## src/rtl/arb_requester.sv

```systemverilog
// rtl/arb_requester.sv - requester-side agent for a round-robin arbiter with command FIFO, timeout, retry and idle gap
module arb_requester #(
    parameter int FIFO_DEPTH = 4,
    parameter int LEN_W      = 4,
    parameter int TIMEOUT    = 64,
    parameter int IDLE_GAP   = 1
) (
    input  logic                          clk_i,
    input  logic                          rst_i,
    input  logic                          cmd_valid_i,
    input  logic [LEN_W-1:0]              cmd_len_i,
    output logic                          cmd_ready_o,
    input  logic                          gnt_i,
    output logic                          req_o,
    output logic                          bus_active_o,
    output logic                          beat_o,
    output logic [LEN_W-1:0]              beat_idx_o,
    output logic [LEN_W-1:0]              cur_len_o,
    output logic                          done_o,
    output logic                          timeout_err_o,
    output logic                          preempt_o,
    output logic [$clog2(FIFO_DEPTH):0]   pending_o
);

    localparam int PTR_W  = $clog2(FIFO_DEPTH);
    localparam int CNT_W  = PTR_W + 1;
    localparam int WAIT_W = $clog2(TIMEOUT) + 1;
    localparam int GAP_W  = $clog2(IDLE_GAP) + 1;

    localparam logic [WAIT_W-1:0] WAIT_LAST = WAIT_W'(TIMEOUT - 1);
    localparam logic [GAP_W-1:0]  GAP_LAST  = GAP_W'(IDLE_GAP - 1);
    localparam logic [CNT_W-1:0]  CNT_FULL  = CNT_W'(FIFO_DEPTH);

    typedef enum logic [1:0] {
        IDLE = 2'd0,
        REQ  = 2'd1,
        OWN  = 2'd2,
        GAP  = 2'd3
    } state_t;

    state_t              state_q;
    logic [WAIT_W-1:0]   wait_cnt_q;
    logic [GAP_W-1:0]    gap_cnt_q;
    logic [LEN_W-1:0]    beat_idx_q;
    logic                req_q;
    logic                active_q;
    logic                done_q;
    logic                tmo_q;
    logic                pre_q;

    logic [LEN_W-1:0]    mem_q [FIFO_DEPTH];
    logic [PTR_W-1:0]    wr_ptr_q;
    logic [PTR_W-1:0]    rd_ptr_q;
    logic [CNT_W-1:0]    count_q;

    logic                push;
    logic                pop;
    logic [LEN_W-1:0]    head_len;

    assign cmd_ready_o = (count_q != CNT_FULL);
    assign push        = cmd_valid_i && cmd_ready_o;
    assign head_len    = (count_q != '0) ? mem_q[rd_ptr_q] : '0;

    assign req_o         = req_q;
    assign bus_active_o  = active_q;
    assign beat_o        = active_q && gnt_i;
    assign beat_idx_o    = beat_idx_q;
    assign cur_len_o     = head_len;
    assign done_o        = done_q;
    assign timeout_err_o = tmo_q;
    assign preempt_o     = pre_q;
    assign pending_o     = count_q;

    // Head command leaves the FIFO only when its burst completes or its grant wait expires.
    always_comb begin
        pop = 1'b0;
        case (state_q)
            REQ:     pop = !gnt_i && (wait_cnt_q == WAIT_LAST);
            OWN:     pop = gnt_i && (beat_idx_q == head_len);
            default: pop = 1'b0;
        endcase
    end

    // Command storage; contents need no reset because count_q gates every read.
    always_ff @(posedge clk_i) begin
        if (push) begin
            mem_q[wr_ptr_q] <= cmd_len_i;
        end
    end

    // FIFO pointers and occupancy; simultaneous push and pop leave occupancy unchanged.
    always_ff @(posedge clk_i) begin
        if (!rst_i) begin
            wr_ptr_q <= '0;
            rd_ptr_q <= '0;
            count_q  <= '0;
        end else begin
            if (push) begin
                wr_ptr_q <= wr_ptr_q + PTR_W'(1);
            end
            if (pop) begin
                rd_ptr_q <= rd_ptr_q + PTR_W'(1);
            end
            case ({push, pop})
                2'b10:   count_q <= count_q + CNT_W'(1);
                2'b01:   count_q <= count_q - CNT_W'(1);
                default: count_q <= count_q;
            endcase
        end
    end

    // Ownership FSM with registered req/bus_active and single-cycle status pulses.
    always_ff @(posedge clk_i) begin
        if (!rst_i) begin
            state_q    <= IDLE;
            wait_cnt_q <= '0;
            gap_cnt_q  <= '0;
            beat_idx_q <= '0;
            req_q      <= 1'b0;
            active_q   <= 1'b0;
            done_q     <= 1'b0;
            tmo_q      <= 1'b0;
            pre_q      <= 1'b0;
        end else begin
            done_q <= 1'b0;
            tmo_q  <= 1'b0;
            pre_q  <= 1'b0;
            case (state_q)
                IDLE: begin
                    if (count_q != '0) begin
                        state_q    <= REQ;
                        req_q      <= 1'b1;
                        wait_cnt_q <= '0;
                    end
                end
                REQ: begin
                    if (gnt_i) begin
                        // A grant arriving on the last allowed cycle still wins.
                        state_q    <= OWN;
                        active_q   <= 1'b1;
                        beat_idx_q <= '0;
                        wait_cnt_q <= '0;
                    end else if (wait_cnt_q == WAIT_LAST) begin
                        state_q    <= GAP;
                        req_q      <= 1'b0;
                        tmo_q      <= 1'b1;
                        gap_cnt_q  <= '0;
                        wait_cnt_q <= '0;
                    end else begin
                        wait_cnt_q <= wait_cnt_q + WAIT_W'(1);
                    end
                end
                OWN: begin
                    if (gnt_i) begin
                        if (beat_idx_q == head_len) begin
                            state_q    <= GAP;
                            req_q      <= 1'b0;
                            active_q   <= 1'b0;
                            done_q     <= 1'b1;
                            gap_cnt_q  <= '0;
                            beat_idx_q <= '0;
                        end else begin
                            beat_idx_q <= beat_idx_q + LEN_W'(1);
                        end
                    end else begin
                        // Grant lost: keep the command, the retry restarts from beat 0.
                        state_q    <= GAP;
                        req_q      <= 1'b0;
                        active_q   <= 1'b0;
                        pre_q      <= 1'b1;
                        gap_cnt_q  <= '0;
                        beat_idx_q <= '0;
                    end
                end
                GAP: begin
                    if (gap_cnt_q == GAP_LAST) begin
                        state_q   <= IDLE;
                        gap_cnt_q <= '0;
                    end else begin
                        gap_cnt_q <= gap_cnt_q + GAP_W'(1);
                    end
                end
                default: begin
                    state_q <= IDLE;
                end
            endcase
        end
    end

endmodule

```

## config.mk

```make
export PLATFORM = sky130hd
export DESIGN_NAME = arb_requester
export DESIGN_NICKNAME = d
export VERILOG_FILES = /design/src/rtl/arb_requester.sv
export SDC_FILE = /design/constraint.sdc
export NUM_CORES = 1
export LEC_CHECK = 0
export ABC_AREA = 1
export CORE_MARGIN = 3
export CORE_UTILIZATION = 30
export CTS_BUF_LIST = sky130_fd_sc_hd__clkbuf_16
export DETAILED_ROUTE_END_ITERATION = 12
export PLACE_DENSITY = 0.56
export SLEW_MARGIN = 15
export SYNTH_ARGS = -nofsm -noshare
export SYNTH_HDL_FRONTEND = slang
export SYNTH_SLANG_ARGS = --single-unit
```

## constraint.sdc

```tcl
create_clock -name clk_i -period 3.14 [get_ports clk_i]
set_input_delay 0.942 -clock clk_i [delete_from_list [all_inputs] [get_ports clk_i]]
set_output_delay 0.942 -clock clk_i [all_outputs]
set_load 0.02 [all_outputs]
```

Yosys cells after proc, flatten, opt, wreduce, memory -nomap -nowiden:

Memory sizes are Yosys's and may differ from the RTL's. A register that Yosys moved wholly into a read port is not among the register bits.
Cells that the tools add are included.

* bits in writable memories: 16
* memories: 1
* register bits: 26
* output and inout port bits: 18
* word-level logic and storage cells: 93

Memories
* mem_q: words 4, width 4, read ports 1, clocked after Yosys merged registers in 1, wr ports 1, line 51 `logic [LEN_W-1:0] mem_q [FIFO_DEPTH];`

* reductions and logical operators: 21
* add/subtract/negate cells: 7
* muxes and demuxes: 35
* bitwise logic cells: 2
* eq/ne operators: 15

Operators by type and width (number)
* 2-to-1 mux 7 bit: 3
* 2-to-1 mux 2 bit: 8
* 2-to-1 mux 4 bit: 4
* case mux 7 bit (2 select lines): 1
* 2-to-1 mux 1 bit: 12
* != test 2 bit, second input constant: 5
* != test 3 bit, second input constant: 3
* nonzero test 3 bit: 3
* case mux 2 bit (4 select lines): 1
* case mux 4 bit (2 select lines): 1
* AND reduction 4 bit: 2
* adder 7 x 1 -> 7 bit, second input constant: 1
* == test 7 x 6 -> 1 bit, second input constant: 1
* == test 2 bit, second input constant: 3
* case mux 1 bit (3 select lines): 2
* case mux 3 bit (2 select lines): 1
* AND reduction 2 bit: 3
* AND reduction 3 bit: 2
* nonzero test 2 bit: 3
* AND reduction 5 bit: 1
* adder 2 x 1 -> 2 bit, second input constant: 2
* adder 4 x 1 -> 4 bit, second input constant: 1
* == test 2 x 1 -> 1 bit, second input constant: 2
* == test 4 bit: 1
* 9 further kinds: 14

Depth between registers and ports, before layout:

Gate-level depths: netlist (run 1).

* depth in word-level cells: 7
* mapped depth: 18

Worst setup path before layout (run 1):

Ideal clock, no wire load.

* path type: input-to-reg
* start: input port gnt_i
* end: register count_q[2], in the netlist pending_o[2]
* path buffers: 0
* arrival time: 2.404 ns
* stages: 10
* data required time: 3.018 ns
* slack: 0.614 ns
* cell sequence: nor2_1 nand2_1 a21oi_1 ha_1 inv_1 fa_1 a21oi_1 o21ai_0 o21ai_0 a21oi_1

* word-level cells in the longest chain between the ends: 5
* elaborated cells on any way between the ends: 8

RTL lines
* from (decl): line 13 `input logic gnt_i,`
* zero test 1 bit: line 78 `REQ: pop = !gnt_i && (wait_cnt_q == WAIT_LAST);`
* logical AND 1 bit: line 78
* case mux 1 bit (2 select lines) (*): line 77 `case (state_q)`
* via pop: line 57 `logic pop;`
* == test 2 x 1 -> 1 bit / == test 2 bit (equally long branches): line 104 `case ({push, pop})`
* case mux 3 bit (2 select lines) / nonzero test 2 bit (equally long branches)
* to (signal assigned): line 105 `2'b10: count_q <= count_q + CNT_W'(1);`
* to (signal assigned): line 106 `2'b01: count_q <= count_q - CNT_W'(1);`
* to (signal assigned): line 107 `default: count_q <= count_q;`
* to (decl): line 54 `logic [CNT_W-1:0] count_q;`

Mark *: on every way through the listed nets, which the timed path passes. The rest lies on a longest branch.
A chain may end at the register's enable or synchronous reset.

Worst setup path in the final report (run 1):

* start: input port gnt_i
* end: output port beat_o

* word-level cells in the longest chain between the ends: 1

RTL lines
* logical AND 1 bit: line 66 `assign beat_o = active_q && gnt_i;`
* to (decl): line 16 `output logic beat_o,`

No other way between the ends.

==> impl_metrics.toml, run 1 <==
[clock_tree]
hold_buffers = 0
cts-root-buf = "clkbuf_16"
cts_buffer_depth = 2
tritoncts = "yes"
ctsHtreeMaxLevel = 2
clk_latency_ns = 0.28
clk_pin_slew_ns = 0.06
clock-sinks = 43
post_cts_resized = 0
post_cts_buffers = 0
cts_buffers = 5

[floorplan]
die_w_um = 89.76
num_io_pins = 26
coreArea_um2 = 6568
core.rowCount = 29
start_util = 0.3204
dieHeight_um = 89.76
dieArea_um2 = 8056

[placed_design]
place.gp.congestion = 0.7950
portBuffers = 25
dp_hpwl_um = 3125

[global_routing]
grt_use_total = 0.1119
met1_usage = 0.1520
antenna_found_initial = 0
use_met2 = 0.1704
grt_max_degree = 15
grt_pass1_vias = 1604
grt-ovfl-total = 0
grtUsageMet3 = 0.03255
grt_pass1_wl_um = 7376
gr-max-usage-layer = "met2"

[logic_synthesis]
ys_types = 27
synthCells = 265
syn_avg_cell_area_um2 = 7.942
yosysMostFrequentCell = "nand2_1"
synth.net_count = 284
mappedNetlistArea_um2 = 2105
synth_common_cells = "66 x nand2_1, 51 x inv_1, 27 x dfxtp_1, 23 x nor2_1, 18 x a21oi_1"
synth_top_area_frac = 0.2568
synth_warnings = 0
synth-edff-count = 16
synth_flop_cell = "dfxtp_1"
synth-seq-cells = 43
synth-seq-area-share = 0.4851
synth_top_area_cell = "dfxtp_1"
synthTopCellsByArea = "dfxtp_1 26%, edfxtp_1 23%, nand2_1 12%, inv_1 9.1%, ha_1 5.9%"
async_flop_share = 0

[sta]
period_share = 0.9700
hold_violations = 0
slew_violations = 0
whs_ns = 0.4303
slew_headroom = 0.6596
setup_tns_ns = 0
fin_crit_ns = 3.046
max_freq_mhz = 328.3
worst_slew_pin_slew_ns = 0.5053
finalSetupViolCount = 0
skew_ns = 0.006063
rsz0062_at_grt = "false"

[setup_path]
critPathArrivalTime_ns = 2.10
worstPathMaxFanout = 2
worstSetupPathType = "in -> out"
required_ns = 2.20
endpoint_kind = "primary output"
critPathLaunchType = "input port"

[final_layout]
diodes = 0
area_delta_synth_final_pct = 27.41
fillerInstances = 674
final_layout_size_suffix_gt1_frac = 0.07921
nets = 321

[routing]
routed_via_density = 4.273
routed_wl_um = 4226
ant_nets = 0
route.detailed.drc = 0
vias = 1692
drt_iter0_drc = 85
wire_per_inst_um = 10.67
drtPass1Iterations = 4

[outcome]
status = "complete, no violations"

[power_and_ir_drop]
leakage_nw = 1.200
ir_drop_mv = 0.2698
power_density_nw_per_um2 = 663.2

[min_path]
hold_path_class = "reg -> reg"

[flow_run]
max_cap_violations = 0
per-stage QoR:
| step | instance area [µm²] | worst slack, ns | utilization | cells | total power [mW] |
|---|---|---|---|---|---|
| after floorplan | 2105 | 0.6144 | - | 265 | 1.046 |
| after global placement | 2512 | 0.05804 | 0.3825 | 388 | 1.211 |
| after detailed placement | 2512 | 0.03476 | 0.3825 | 388 | 1.214 |
| after CTS | 2681 | 0.09047 | 0.4083 | 396 | 1.806 |
| after global routing | 2681 | 0.04441 | 0.4083 | 396 | 1.916 |
| final | 2681 | 0.09428 | 0.4083 | 396 | 1.778 |
power breakdown:
group          internal (mW)  switching [mW]
sequential             0.628          0.0367
combinational          0.205           0.332
clock                  0.374           0.202
cell usage in the layout (no fill, tap or decap), types with 3 or more instances in the layout:
cell | netlist | layout
nand2_1 | 66 | 66
inv_1 | 51 | 51
dfxtp_1 | 27 | 27
clkdlybuf4s50_1 | 0 | 25
nor2_1 | 23 | 23
a21oi_1 | 18 | 18
nand3_1 | 17 | 17
edfxtp_1 | 16 | 16
ha_1 | 10 | 10
o21ai_0 | 9 | 9
buf_4 | 1 | 7
clkbuf_16 | 0 | 5
xor2_1 | 4 | 4
nand4_1 | 3 | 3
cell families (layout without fill, tap and decap cells):
family | count (synthesis) | after routing | synth area share
compound gates | 29 | 29 | 0.07194
xor+xnor | 4 | 4 | 0.01665
fa+ha+maj | 11 | 11 | 0.06897
buf+inv | 55 | 93 | 0.1011
flops | 43 | 43 | 0.4851
simple gates | 123 | 123 | 0.2562
sequential cells by signal, indices dropped and copies added, names as in the netlist, named ones only:
name           flops
beat_idx_o         4
wr_ptr_q           2
state_q            2
pending_o          3
mem_q             16
rd_ptr_q           2
bus_active_o       1
req_o              1
preempt_o          1
done_o             1
wait_cnt_q         7
timeout_err_o      1
path summary, 6_finish.rpt:
check	from	end	slack, ns	cells past startpoint
worst min-delay path	wait_cnt_q[6]$_SDFFE_PN0P_	wait_cnt_q[6]$_SDFFE_PN0P_	0.43	2
worst min register to register	wait_cnt_q[6]$_SDFFE_PN0P_	wait_cnt_q[6]$_SDFFE_PN0P_	0.43	2
worst max register to register	flip-flop	pending_o[2]$_SDFFE_PN0P_	0.46	17
worst max-delay path	gnt_i	beat_o	0.09	4
worst max-delay path: stages:
cell and delay [ns]:
clkdlybuf4s50_1 0.47, nand2_1 0.05, inv_1 0.05, clkdlybuf4s50_1 0.59
per-layer routing:
metal	part of all wire	routed length [µm]
met1	0.52	2218
met2	0.43	1799
met3	0.040	171
met4	0.0085	36
met5	0	0
final cells by class:
type                    instances  area [µm²]  share of cell area
repair buffers                 32       302.8              0.1129
multi-input cells             167       870.8              0.3248
flip-flops and latches         43        1021              0.3808
clock buffers                   5       125.1             0.04666
inverters                      53       201.4             0.07513
well taps                      93       116.4             0.04340
clock inverters                 3       43.79             0.01633
Note: power is estimated with default switching activity, not from simulation.
==> run 2, diff against run 1 <==
- CTS_CLUSTER_SIZE: unset -> 12
- GPL_ROUTABILITY_DRIVEN: unset -> 0
==> results of run 2 <==
The final DEF is identical to that of run 1; final timing and power are the same.
==> run 3, diff against run 2 <==
- CAP_MARGIN: unset -> 20
==> results of run 3 <==
The final DEF is identical to that of run 1; final timing and power are the same.
==> RTL change 1: new RTL, config.mk and constraints of run 2 <==
Encoding of `state_t`: now Gray code (2 bits for 4 states).
--- a/src/rtl/arb_requester.sv
+++ b/src/rtl/arb_requester.sv
@@ -34,6 +34,6 @@
     typedef enum logic [1:0] {
-        IDLE = 2'd0,
-        REQ  = 2'd1,
-        OWN  = 2'd2,
-        GAP  = 2'd3
+        IDLE = 2'b00,
+        REQ  = 2'b01,
+        OWN  = 2'b11,
+        GAP  = 2'b10
     } state_t;
Check against the original RTL: no difference found for any inputs over 10 cycles, from zero or initial values and one cycle with rst_i low; not proved beyond that.
==> RTL change 1 against run 2 <==
Die area shrank 0.72%; setup slack gained 0.17 ns; design area shrank 3.3%; register-to-register slack gained 0.03 ns; final cell count shrank 6.1%; sequential cell count is the same; global-route usage grew 0.12 points; clock power shrank 9.7%; synthesized cell count shrank 1.5%; area after synthesis shrank 0.77%; wire length shrank 3.7%; total power shrank 11%; largest power group unchanged.
==> RTL change 1: results (changes against run 2) <==
Layout Nets = 313 (-2.5%)
Critical Path End = cur_len_o[0]
CP endpoint kind = output port
Post-DP Area = 2440 um2 (-2.8%)
fill count = 669 (-0.74%)
post-CTS sizing = 0 (unchanged)
EDFF count, synth = 16 (unchanged)
dpl ws = 0.0498 ns (+0.0150 ns)
number of cells in the design after placement = 364 (-6.2%)
FF-to-FF setup slack = 0.49 ns (+0.03 ns)
power density over cell area = 608 nW/um2 (-8.3%)
WHS Endpoint = wait_cnt_q[6]
crit-path max FO = 9 (+7)
share of layout cells above drive strength 1 = 0.0678 (-0.0114)
sequential element share of the synthesized area = 0.489 (+0.00378)
relative slew slack = 0.709 (+0.0492)
Sw Pwr = 504 uW (-12%)
Flop+latch power = 656 uW (-1%)
routed vias = 1677 (-0.89%)
Crit path arrival time = 1.93 ns (-0.17 ns)
outcome = complete, no violations
leak pwr = 1.15 nW (-4.2%)
sw frac = 0.320 (-0.00117)
Syn Inst Count = 261 (-1.5%)
Netlist cell types = 28 (+3.7%)
startpoint types = flip-flop
post-DP HPWL = 3.04 mm (-2.7%)
vias in the first global route = 1573 (-1.9%)
Clk pwr share = 0.331 (+0.007)
worst vdd ir = 0.000278 V (+3.1%)
Post-Syn Nets = 280 (-1.4%)
final hold slack = 0.444 ns (+0.0138 ns)
Iteration-0 DRC Markers = 83 (-2.4%)
first-pass GRT wire length = 6.91 mm (-6.3%)
drt wl/cell = 10.9 um (+2.5%)
largest net degree at the start of global routing = 16 (+1)
clk_skew = 0.00375 ns (-0.00231 ns)
Via density = 4.51 (+5.5%)
fin crit share = 0.914 (-0.0555)
Biggest register = mem_q
gr usage total = 0.113 (+0.00123)
CTS root buf = clkbuf_16
Final Hold Viols = 0 (unchanged)
max reg flops = 16 (unchanged)
hold depth = 2 (unchanged)
Commonest cells post-synth = nand2_1 (63), inv_1 (51), dfxtp_1 (27), nor2_1 (25), nand3_1 (17)
Reg clk slew, reported paths = 0.06 ns (about the same)
synth top area cells = dfxtp_1 (26%), edfxtp_1 (23%), nand2_1 (11%)
Pre-antenna DRT Iters = 4 (unchanged)
==> RTL change 1: logic make-up (layout without fill, tap and decap cells) <==
kind of cell,count (synthesis),after routing,share of synthesized area
and+or+nand+nor,119,119,0.245
AOI/OAI and AO/OA,28,28,0.0737
DFF,43,43,0.489
buffers and inverters,56,90,0.106
adders and majority gates,11,11,0.0695
xor gates and xnor gates,4,4,0.0168
==> RTL change 1: metal layers <==
metal / global-route usage / vias to the layer above / share of wire
li1: - / 886 / -
met1: 0.152 / 745 / 0.50
met2: 0.167 / 38 / 0.42
met3: 0.0332 / 8 / 0.050
met4: 0.0514 / 0 / 0.023
met5: 0 / - / 0
==> RTL change 1: layout make-up <==
class                           count  area share
Multi-Input combinational cell    162       0.326
Tap cell                           77      0.0372
Clock inverter                      3     0.00917
Sequential cell                    43       0.394
Timing Repair Buffer               28       0.106
Inverter                           54      0.0792
Clock buffer                        5      0.0483
==> RTL change 2: new RTL, config.mk and constraints of run 2 <==
Without the edit above. `TIMEOUT`: 64 -> 32.
--- a/src/rtl/arb_requester.sv
+++ b/src/rtl/arb_requester.sv
@@ -4,3 +4,3 @@
     parameter int LEN_W      = 4,
-    parameter int TIMEOUT    = 64,
+    parameter int TIMEOUT    = 32,
     parameter int IDLE_GAP   = 1
Function: same outputs for any inputs over 10 cycles, from zero or initial values and one cycle with rst_i low; that may be too few to reach the edited logic, so the function may still have changed.
==> RTL change 2 against run 2 <==
Area after synthesis fell by 0.54%; sequential cell count down 1; total power increased by 7.5%; setup slack got worse by 0.0062 ns; clock skew is essentially flat; wire length is 4.3% lower; sequential share of layout area shrank 0.18 points; design area fell by 1.5%; sequential power up 2%; largest cell class unchanged.
==> RTL change 2: results (changes against run 2) <==
M3 GR Usage = 0.0286 (-0.00398)
Iteration-0 DRC Markers = 97 (+14%)
Critical Path Slowest Stage Cell = clkdlybuf4s50_1
routed vias = 1643 (-2.9%)
synth top area cells = dfxtp_1 (25%), edfxtp_1 (23%), nand2_1 (10%)
met1 Resource Use GR = 0.145 (-0.00749)
n_diodes = 0 (unchanged)
fill count = 660 (-2.1%)
Ys Warns = 0 (unchanged)
post-DP HPWL = 3.08 mm (-1.6%)
Synth Area in XOR/XNOR = 0.0209 (+0.00427)
first-pass GRT wire length = 6.95 mm (-5.8%)
Layout Nets = 311 (-3.1%)
sequential element share of the synthesized area = 0.478 (-0.00695)
relative slew slack = 0.681 (+0.0213)
clk_skew = 0.00622 ns (+0.000158 ns)
post-synthesis compound-gate area fraction = 0.0813 (+0.00935)
drt wl/cell = 10.5 um (-1.8%)
FF-to-FF setup slack = 0.43 ns (-0.03 ns)
Post-Syn Nets = 278 (-2.1%)
leak pwr = 1.17 nW (-2.4%)
Netlist cell types = 29 (+7.4%)
mux cell area share after synthesis = 0 (unchanged)
share of layout cells above drive strength 1 = 0.0887 (+0.00953)
Commonest cells post-synth = nand2_1 (57), inv_1 (52), dfxtp_1 (26), nor2_1 (25), nand3_1 (18)
met2 Use GR = 0.180 (+0.00908)
gr usage total = 0.113 (+0.000866)
outcome = complete, no violations
worst vdd ir = 0.000272 V (+0.74%)
Adder-Cell Fraction of Synth Area = 0.0693 (+0.000371)
EDFF count, synth = 16 (unchanged)
-- RTL change 2: power breakdown --
part           switching, mW  internal, mW
Combinational          0.408         0.245
Sequential            0.0464         0.627
Clock                  0.210         0.375
Total                  0.665          1.25
-- RTL change 2: logic make-up after synthesis --
| logic type | count (synthesis) |
|---|---|
| buf+inv | 56 |
| flops | 42 |
| fa+ha+maj | 11 |
| simple gates | 115 |
| compound gates | 30 |
| xor+xnor | 5 |
-- RTL change 2: stage by stage --
step	setup WS [ns]	area [um2]	hold slack, ns	std cells
after floorplan	0.475	2090	0.449	259
after detailed placement	0.00217	2470	0.472	378
final	0.0881	2640	0.478	386
after global placement	0.0373	2470	0.457	378
after CTS	0.0773	2640	0.488	386
after global routing	0.0124	2640	0.502	386
-- RTL change 2: final cells by class --
class	count	area share
inverter	53	0.0772
tap	93	0.0441
multi-input combinational	161	0.329
clock inverter	3	0.0171
timing repair buffer	29	0.106
sequential	42	0.379
clock buffer	5	0.0474
-- RTL change 2: worst paths after layout --
kind	from	to	cells after the start
min reg2reg	pending_o[0]	pending_o[0]	1
max	gnt_i	beat_o	4
max reg2reg	flip-flop	pending_o[2]	17
min	pending_o[0]	pending_o[0]	1
-- RTL change 2: critical path, delay by kind of cell --
kind | cells | cell delay, ns
buf+inv | 3 | 1.11
simple gates | 1 | 0.05
-- RTL change 2: routing by layer --
layer | wire, um | vias to the layer above
met5 | 0 | -
met4 | 80 | 0
met3 | 169 | 4
met2 | 1790 | 27
met1 | 2000 | 733
li1 | - | 879
